$ cat src/rtl/fir_pkg.sv
// Shared definitions for the FIR datapath: FP29i layout, FPALU opcodes,
// default ALU latency and the issue-arbiter state encoding.
package fir_pkg;

    localparam int FP29I_W  = 29;
    localparam int FP_M_LSB = 0;
    localparam int FP_M_W   = 22;
    localparam int FP_E_LSB = 22;
    localparam int FP_E_W   = 6;
    localparam int FP_S_BIT = 28;

    localparam logic [1:0] OP_MUL16 = 2'b10;
    localparam logic [1:0] OP_ADD29 = 2'b11;

    localparam int ALU_LAT_DEF = 4;

    typedef enum logic [1:0] {
        S_ARB   = 2'd0,
        S_LOCK  = 2'd1,
        S_DRAIN = 2'd2
    } arb_state_e;

endpackage

$ cat src/rtl/fpalu_rr_arbiter.sv
// Combinational round-robin grant: first valid index strictly after ptr,
// wrapping circularly. The pointer register lives in the parent.
module fpalu_rr_arbiter #(
    parameter int NREQ = 2,
    parameter int IW   = $clog2(NREQ)
) (
    input  logic [NREQ-1:0] valid,
    input  logic [IW-1:0]   ptr,
    output logic [NREQ-1:0] grant,
    output logic [IW-1:0]   grant_idx
);

    logic [IW:0]   cand_s;
    logic [IW-1:0] idx_s;
    logic          hit_s;
    logic          found_s;

    // Scan candidates ptr+1 .. ptr+NREQ (mod NREQ), first valid wins
    always_comb begin
        grant     = '0;
        grant_idx = '0;
        found_s   = 1'b0;
        cand_s    = '0;
        idx_s     = '0;
        hit_s     = 1'b0;
        for (int off = 1; off <= NREQ; off++) begin
            cand_s    = {1'b0, ptr} + (IW+1)'(off);
            cand_s    = (cand_s >= (IW+1)'(NREQ)) ? cand_s - (IW+1)'(NREQ) : cand_s;
            idx_s     = cand_s[IW-1:0];
            hit_s     = valid[idx_s] & ~found_s;
            grant[idx_s] = grant[idx_s] | hit_s;
            grant_idx = hit_s ? idx_s : grant_idx;
            found_s   = found_s | hit_s;
        end
    end

endmodule

$ cat src/rtl/fpalu_issue_arbiter.sv
// Shares one pipelined FPALU between NREQ requesters: RR issue, operand launch,
// tag pipe for response routing, ALU clock enable and drain/flush.
// Optional macro FPARB_LOCK_EN enables req_lock grant holding (S_LOCK).
module fpalu_issue_arbiter
    import fir_pkg::*;
#(
    parameter int NREQ    = 2,
    parameter int ALU_LAT = ALU_LAT_DEF,
    parameter int DW      = FP29I_W
) (
    input  logic              clk,
    input  logic              rst,
    input  logic [NREQ-1:0]   req_valid,
    output logic [NREQ-1:0]   req_ready,
    input  logic [2*NREQ-1:0] req_op,
    input  logic [DW*NREQ-1:0] req_a,
    input  logic [DW*NREQ-1:0] req_b,
    input  logic [NREQ-1:0]   req_lock,
    input  logic              flush,
    output logic              flush_done,
    output logic [1:0]        alu_op,
    output logic [DW-1:0]     alu_a,
    output logic [DW-1:0]     alu_b,
    output logic              alu_clk_en,
    input  logic [DW-1:0]     alu_y,
    output logic [NREQ-1:0]   rsp_valid,
    output logic [DW-1:0]     rsp_y
);

    localparam int IW = $clog2(NREQ);

    arb_state_e      state_r;
    logic [IW-1:0]   ptr_r;
    logic [NREQ-1:0] arb_grant_s;
    logic [IW-1:0]   arb_idx_s;
    logic [NREQ-1:0] ready_s;
    logic            issue_s;
    logic [IW-1:0]   issue_idx_s;

    logic [1:0]      alu_op_r;
    logic [DW-1:0]   alu_a_r;
    logic [DW-1:0]   alu_b_r;
    logic [ALU_LAT-1:0] tag_vld_r;
    logic [IW-1:0]   tag_idx_r [ALU_LAT];
    logic [NREQ-1:0] rsp_valid_r;
    logic            flush_done_r;

    logic [1:0]      op_arr_s [NREQ];
    logic [DW-1:0]   a_arr_s  [NREQ];
    logic [DW-1:0]   b_arr_s  [NREQ];

`ifdef FPARB_LOCK_EN
    logic [IW-1:0]   lock_idx_r;
`else
    logic            unused_lock_s;
    assign unused_lock_s = ^req_lock;
`endif

    for (genvar g = 0; g < NREQ; g++) begin : g_unpack
        assign op_arr_s[g] = req_op[g*2 +: 2];
        assign a_arr_s[g]  = req_a[g*DW +: DW];
        assign b_arr_s[g]  = req_b[g*DW +: DW];
    end

    fpalu_rr_arbiter #(
        .NREQ (NREQ),
        .IW   (IW)
    ) u_rr (
        .valid     (req_valid),
        .ptr       (ptr_r),
        .grant     (arb_grant_s),
        .grant_idx (arb_idx_s)
    );

    // Ready source per state; a locked chain only ever acknowledges its owner
    always_comb begin
        ready_s = '0;
        case (state_r)
            S_ARB:   ready_s = arb_grant_s;
`ifdef FPARB_LOCK_EN
            S_LOCK:  ready_s = req_valid & (NREQ'(1'b1) << lock_idx_r);
`endif
            S_DRAIN: ready_s = '0;
            default: ready_s = '0;
        endcase
    end

    assign req_ready = ready_s & {NREQ{~rst}};
    assign issue_s   = |(req_valid & req_ready);

    // One-hot ready to index of the issuing requester
    always_comb begin
        issue_idx_s = '0;
        for (int i = 0; i < NREQ; i++) begin
            issue_idx_s = req_ready[i] ? IW'(i) : issue_idx_s;
        end
    end

    // Arbitration FSM, round-robin pointer and lock owner
    always_ff @(posedge clk or posedge rst) begin
        if (rst) begin
            state_r <= S_ARB;
            ptr_r   <= IW'(NREQ - 1);
`ifdef FPARB_LOCK_EN
            lock_idx_r <= '0;
`endif
        end else begin
            ptr_r <= issue_s ? issue_idx_s : ptr_r;
`ifdef FPARB_LOCK_EN
            lock_idx_r <= issue_s ? issue_idx_s : lock_idx_r;
`endif
            case (state_r)
                S_ARB: begin
                    if (flush) begin
                        state_r <= S_DRAIN;
`ifdef FPARB_LOCK_EN
                    end else if (issue_s && req_lock[issue_idx_s]) begin
                        state_r <= S_LOCK;
`endif
                    end else begin
                        state_r <= S_ARB;
                    end
                end
`ifdef FPARB_LOCK_EN
                S_LOCK: begin
                    if (flush) begin
                        state_r <= S_DRAIN;
                    end else if (issue_s && !req_lock[lock_idx_r]) begin
                        state_r <= S_ARB;
                    end else begin
                        state_r <= S_LOCK;
                    end
                end
`endif
                S_DRAIN: state_r <= flush ? S_DRAIN : S_ARB;
                default: state_r <= S_ARB;
            endcase
        end
    end

    // Operand launch, tag pipe and response/flush status registers
    always_ff @(posedge clk or posedge rst) begin
        if (rst) begin
            alu_op_r     <= 2'b00;
            alu_a_r      <= '0;
            alu_b_r      <= '0;
            tag_vld_r    <= '0;
            for (int k = 0; k < ALU_LAT; k++) begin
                tag_idx_r[k] <= '0;
            end
            rsp_valid_r  <= '0;
            flush_done_r <= 1'b0;
        end else begin
            if (issue_s) begin
                alu_op_r <= op_arr_s[issue_idx_s];
                alu_a_r  <= a_arr_s[issue_idx_s];
                alu_b_r  <= b_arr_s[issue_idx_s];
            end else begin
                alu_op_r <= alu_op_r;
                alu_a_r  <= alu_a_r;
                alu_b_r  <= alu_b_r;
            end
            tag_vld_r    <= {tag_vld_r[ALU_LAT-2:0], issue_s};
            tag_idx_r[0] <= issue_idx_s;
            for (int k = 1; k < ALU_LAT; k++) begin
                tag_idx_r[k] <= tag_idx_r[k-1];
            end
            // Last tag stage lines up with alu_y on the following cycle
            rsp_valid_r  <= tag_vld_r[ALU_LAT-1] ? (NREQ'(1'b1) << tag_idx_r[ALU_LAT-1]) : '0;
            flush_done_r <= flush & ~issue_s & ~(|tag_vld_r);
        end
    end

    assign alu_op     = alu_op_r;
    assign alu_a      = alu_a_r;
    assign alu_b      = alu_b_r;
    assign alu_clk_en = issue_s | (|tag_vld_r);
    assign rsp_valid  = rsp_valid_r;
    assign rsp_y      = alu_y;
    assign flush_done = flush_done_r;

endmodule
$ cat config.mk
export PLATFORM = sky130hd
export DESIGN_NAME = fpalu_issue_arbiter
export DESIGN_NICKNAME = d
export VERILOG_FILES = /design/src/rtl/fir_pkg.sv /design/src/rtl/fpalu_rr_arbiter.sv /design/src/rtl/fpalu_issue_arbiter.sv
export SDC_FILE = /design/constraint.sdc
export NUM_CORES = 1
export LEC_CHECK = 0
export ABC_AREA = 1
export ABC_CLOCK_PERIOD_IN_PS = 2250
export BUFFER_PORTS_ARGS = -buffer_cell sky130_fd_sc_hd__buf_2
export CAP_MARGIN = 20
export CORE_MARGIN = 2
export CORE_UTILIZATION = 45
export CTS_BUF_LIST = sky130_fd_sc_hd__clkbuf_8
export CTS_CLUSTER_SIZE = 14
export DETAILED_ROUTE_END_ITERATION = 10
export PLACE_DENSITY_LB_ADDON = 0.2
export SLEW_MARGIN = 20
export SYNTH_ARGS = -nofsm -noshare
export SYNTH_HDL_FRONTEND = slang
export SYNTH_SLANG_ARGS = --single-unit
$ cat constraint.sdc
create_clock -name clk -period 2.25 [get_ports clk]
set_clock_uncertainty 0.05 [all_clocks]
set_input_delay 0.1125 -clock clk [delete_from_list [all_inputs] [get_ports clk]]
set_output_delay 0.1125 -clock clk [all_outputs]
set_load 0.01 [all_outputs]
==> flow_summary.json <==
{
  "outcome": "finished clean",
  "ys_ff_latch": 73,
  "ios": 251,
  "layout_common_cells": "buf_2 (190), nand2_1 (183), inv_1 (127), dfrtp_1 (72), nand3_1 (62)",
  "cts_resized": 0,
  "port_buffers": 190,
  "r2r_end": "alu_a[10]$_DFFE_PP0P_",
  "fmax_mhz": 489.9,
  "synth.distinct_cells": 19,
  "slew_headroom_pct": 38.75,
  "intPower_mw": 2.908,
  "layout-drive-gt1-share_pct": 30.29,
  "antenna_found_initial": 0,
  "ir_drop_mv": 0.3535,
  "firstDrtPassIters": 4,
  "core_area_um2": 9153,
  "netlist_area_um2": 4199,
  "htree_num_levels": 3,
  "crit_path_end_kind": "output port",
  "clockBufferDepth": 2,
  "cts_setup_buffers": 0,
  "cts_root_buffer": "clkbuf_8",
  "worstSetupPathType": "reg2out",
  "timing.hold.ws_ns": 0.02281,
  "synth_cells": 585,
  "drv_slew": 0,
  "rows": 35,
  "ant_nets": 0,
  "instances_no_fill": 844,
  "fin_nets": 884,
  "clkPwrFrac_pct": 32.0,
  "routabilityCongestion": 0.7857,
  "tns_ns": 0,
  "hpwl_um": 6913,
  "grt_pass1_wl_um": 17960,
  "power.density_nw_per_um2": 817.9,
  "cts_tree": "yes",
  "wl_per_cell_um": 12.86,
  "hold_class": "in2async",
  "die-area_um2": 10120,
  "startpoint": "ptr_r$_DFFE_PP1P_",
  "fin_crit_sh_pct": 90.72,
  "r2r_cells": 7,
  "num-fill-cells": 899,
  "clkSlewWorstSetupHoldPaths_ns": 0.08,
  "path_cells": "nand2_2 > nand3_4 > nand2_4 > inv_4 > nand3_1 > buf_2",
  "fp.dieW_um": 100.6,
  "path_buf_inv": 2,
  "cts_buffers": 9,
  "seqPwrFrac_pct": 41.3,
  "rsz0062_at_grt": "no",
  "worstReg2RegStart": "ptr_r$_DFFE_PP1P_",
  "clk_latency_ns": 0.33,
  "switching_share_pct": 31.62,
  "final_common_cell": "buf_2",
  "wirelength_um": 10850,
  "worstPathArrival_ns": 1.88,
  "critPathSlowestCell": "dfstp_2",
  "comb_power_share_pct": 26.7,
  "die_h_um": 100.6,
  "worstSetupStartpointType": "flip-flop",
  "syn_area_per_cell_um2": 7.178,
  "fin_ws_ns": 0.2089,
  "rrSetupSlack_ns": 0.41,
  "yosys_warnings": 0,
  "track_usage_pct": 22.35,
  "cp_top_family": "buffers and inverters",
  "antenna_cells": 0,
  "drv_cap": 0,
  "start_util_pct": 45.88,
  "p_leak_nw": 3.361,
  "grt_pass1_vias": 3882,
  "hold_viol_final": 0,
  "cpPeakStageDelay_ns": 0.54,
  "fin_crit_ns": 2.041,
  "avgViaCountPerCell": 4.859,
  "drtIter0Drc": 134,
  "p_sw_mw": 1.345,
  "via_count": 4101,
  "cp.required_ns": 2.09,
  "dp_slack_ns": 0.4234,
  "grt_max_degree": 74,
  "setup_viol_count_final": 0,
  "ys_seq_area_share_pct": 43.53,
  "cp_max_fo": 61,
  "clock_sinks": 73,
  "grt.overflow.total": 0,
  "drc": 0,
  "place_inst": 827,
  "worst_slew_pin_slew_ns": 0.9188,
  "layout-area-overhead-vs-synth_pct": 23.81,
  "syn_nets": 741
}
-- cell families (layout without fill, tap and decap cells) --
logic type             after synthesis  count (layout)  synth area share (%)
AO/OA/AOI/OAI                        1               1                0.1191
buffers and inverters              197             345                 22.14
flip-flops                          73              73                 43.53
AND/OR/NAND/NOR                    314             314                 34.21
-- worst max path at each step --
stage	to	depth (start not counted)	slack (ns)
after floorplan	alu_clk_en	6	0.35
after global placement	alu_a[10]$_DFFE_PP0P_	7	0.44
after detailed placement	alu_a[10]$_DFFE_PP0P_	7	0.42
after CTS	alu_clk_en	6	0.15
after global routing	alu_clk_en	6	0.02
final	alu_clk_en	6	0.21
-- worst min-delay path: stages --
cell      delay, ns
buf_2          0.12
clkinv_2       0.05
buf_4          0.69
-- layer usage --
metal | GRT usage (%) | vias to the layer above | routed length [um] | share of wire [%]
li1 | - | 2039 | - | -
met1 | 28.88 | 1874 | 5051 | 47
met2 | 36.05 | 172 | 4814 | 44
met3 | 6.380 | 16 | 835 | 7.7
met4 | 7.692 | 0 | 152 | 1.4
met5 | 0 | - | 0 | 0
-- per-stage QoR --
stage / instance area (um2) / power [mW] / utilization [%]
detailed placement: 4922 / 2.925 / 53.78
finish: 5199 / 4.252 / 56.80
floorplan: 4199 / 2.466 / -
global route: 5199 / 4.537 / 56.80
global placement: 4922 / 2.900 / 53.78
CTS: 5199 / 4.300 / 56.80
-- registers in the layout, summed over array words and instances, names as in the netlist --
register / flops
alu_a: 29
alu_b: 29
alu_op: 2
flush_done: 1
ptr_r: 1
rsp_valid: 2
state_r: 1
tag_idx_r: 4
tag_vld_r: 4
-- synthesized netlist by cell type, drive strengths merged --
cell type  count  area share (%)
nand4         60             8.9
o21ai          1            0.12
inv          131              12
buf           51             9.0
dfrtp         72              43
nor3           1            0.12
dfstp          1            0.63
nand2        185              17
nor2           5            0.63
clkbuf        15             1.3
nand3         63             7.8
-- power groups by stage --
stage	registers (mW)	clock network (mW)	logic, mW
6_report	1.76	1.36	1.14
5_1_grt	1.79	1.46	1.28
4_1_cts	1.76	1.39	1.15
3_5_place_dp	1.78	0	1.15
3_3_place_gp	1.77	0	1.13
2_1_floorplan	1.90	0	0.562
-- layout make-up --
| cell class | instances | area, um2 | share of cell area [%] |
|---|---|---|---|
| Clock inverter | 7 | 142.6 | 2.744 |
| Tap cell | 111 | 138.9 | 2.671 |
| Timing Repair Buffer | 198 | 1026 | 19.74 |
| Inverter | 131 | 495.5 | 9.531 |
| Clock buffer | 9 | 123.9 | 2.383 |
| Sequential cell | 73 | 1828 | 35.16 |
| Multi-Input combinational cell | 315 | 1444 | 27.77 |
-- repair_timing --
item / in CTS / in global routing
hold endpoints to repair: 2 / 0
hold buffers: 1 / 0
endpoints found under the setup margin: 0 / 0
No activity file was read; power rests on OpenSTA's default activity.
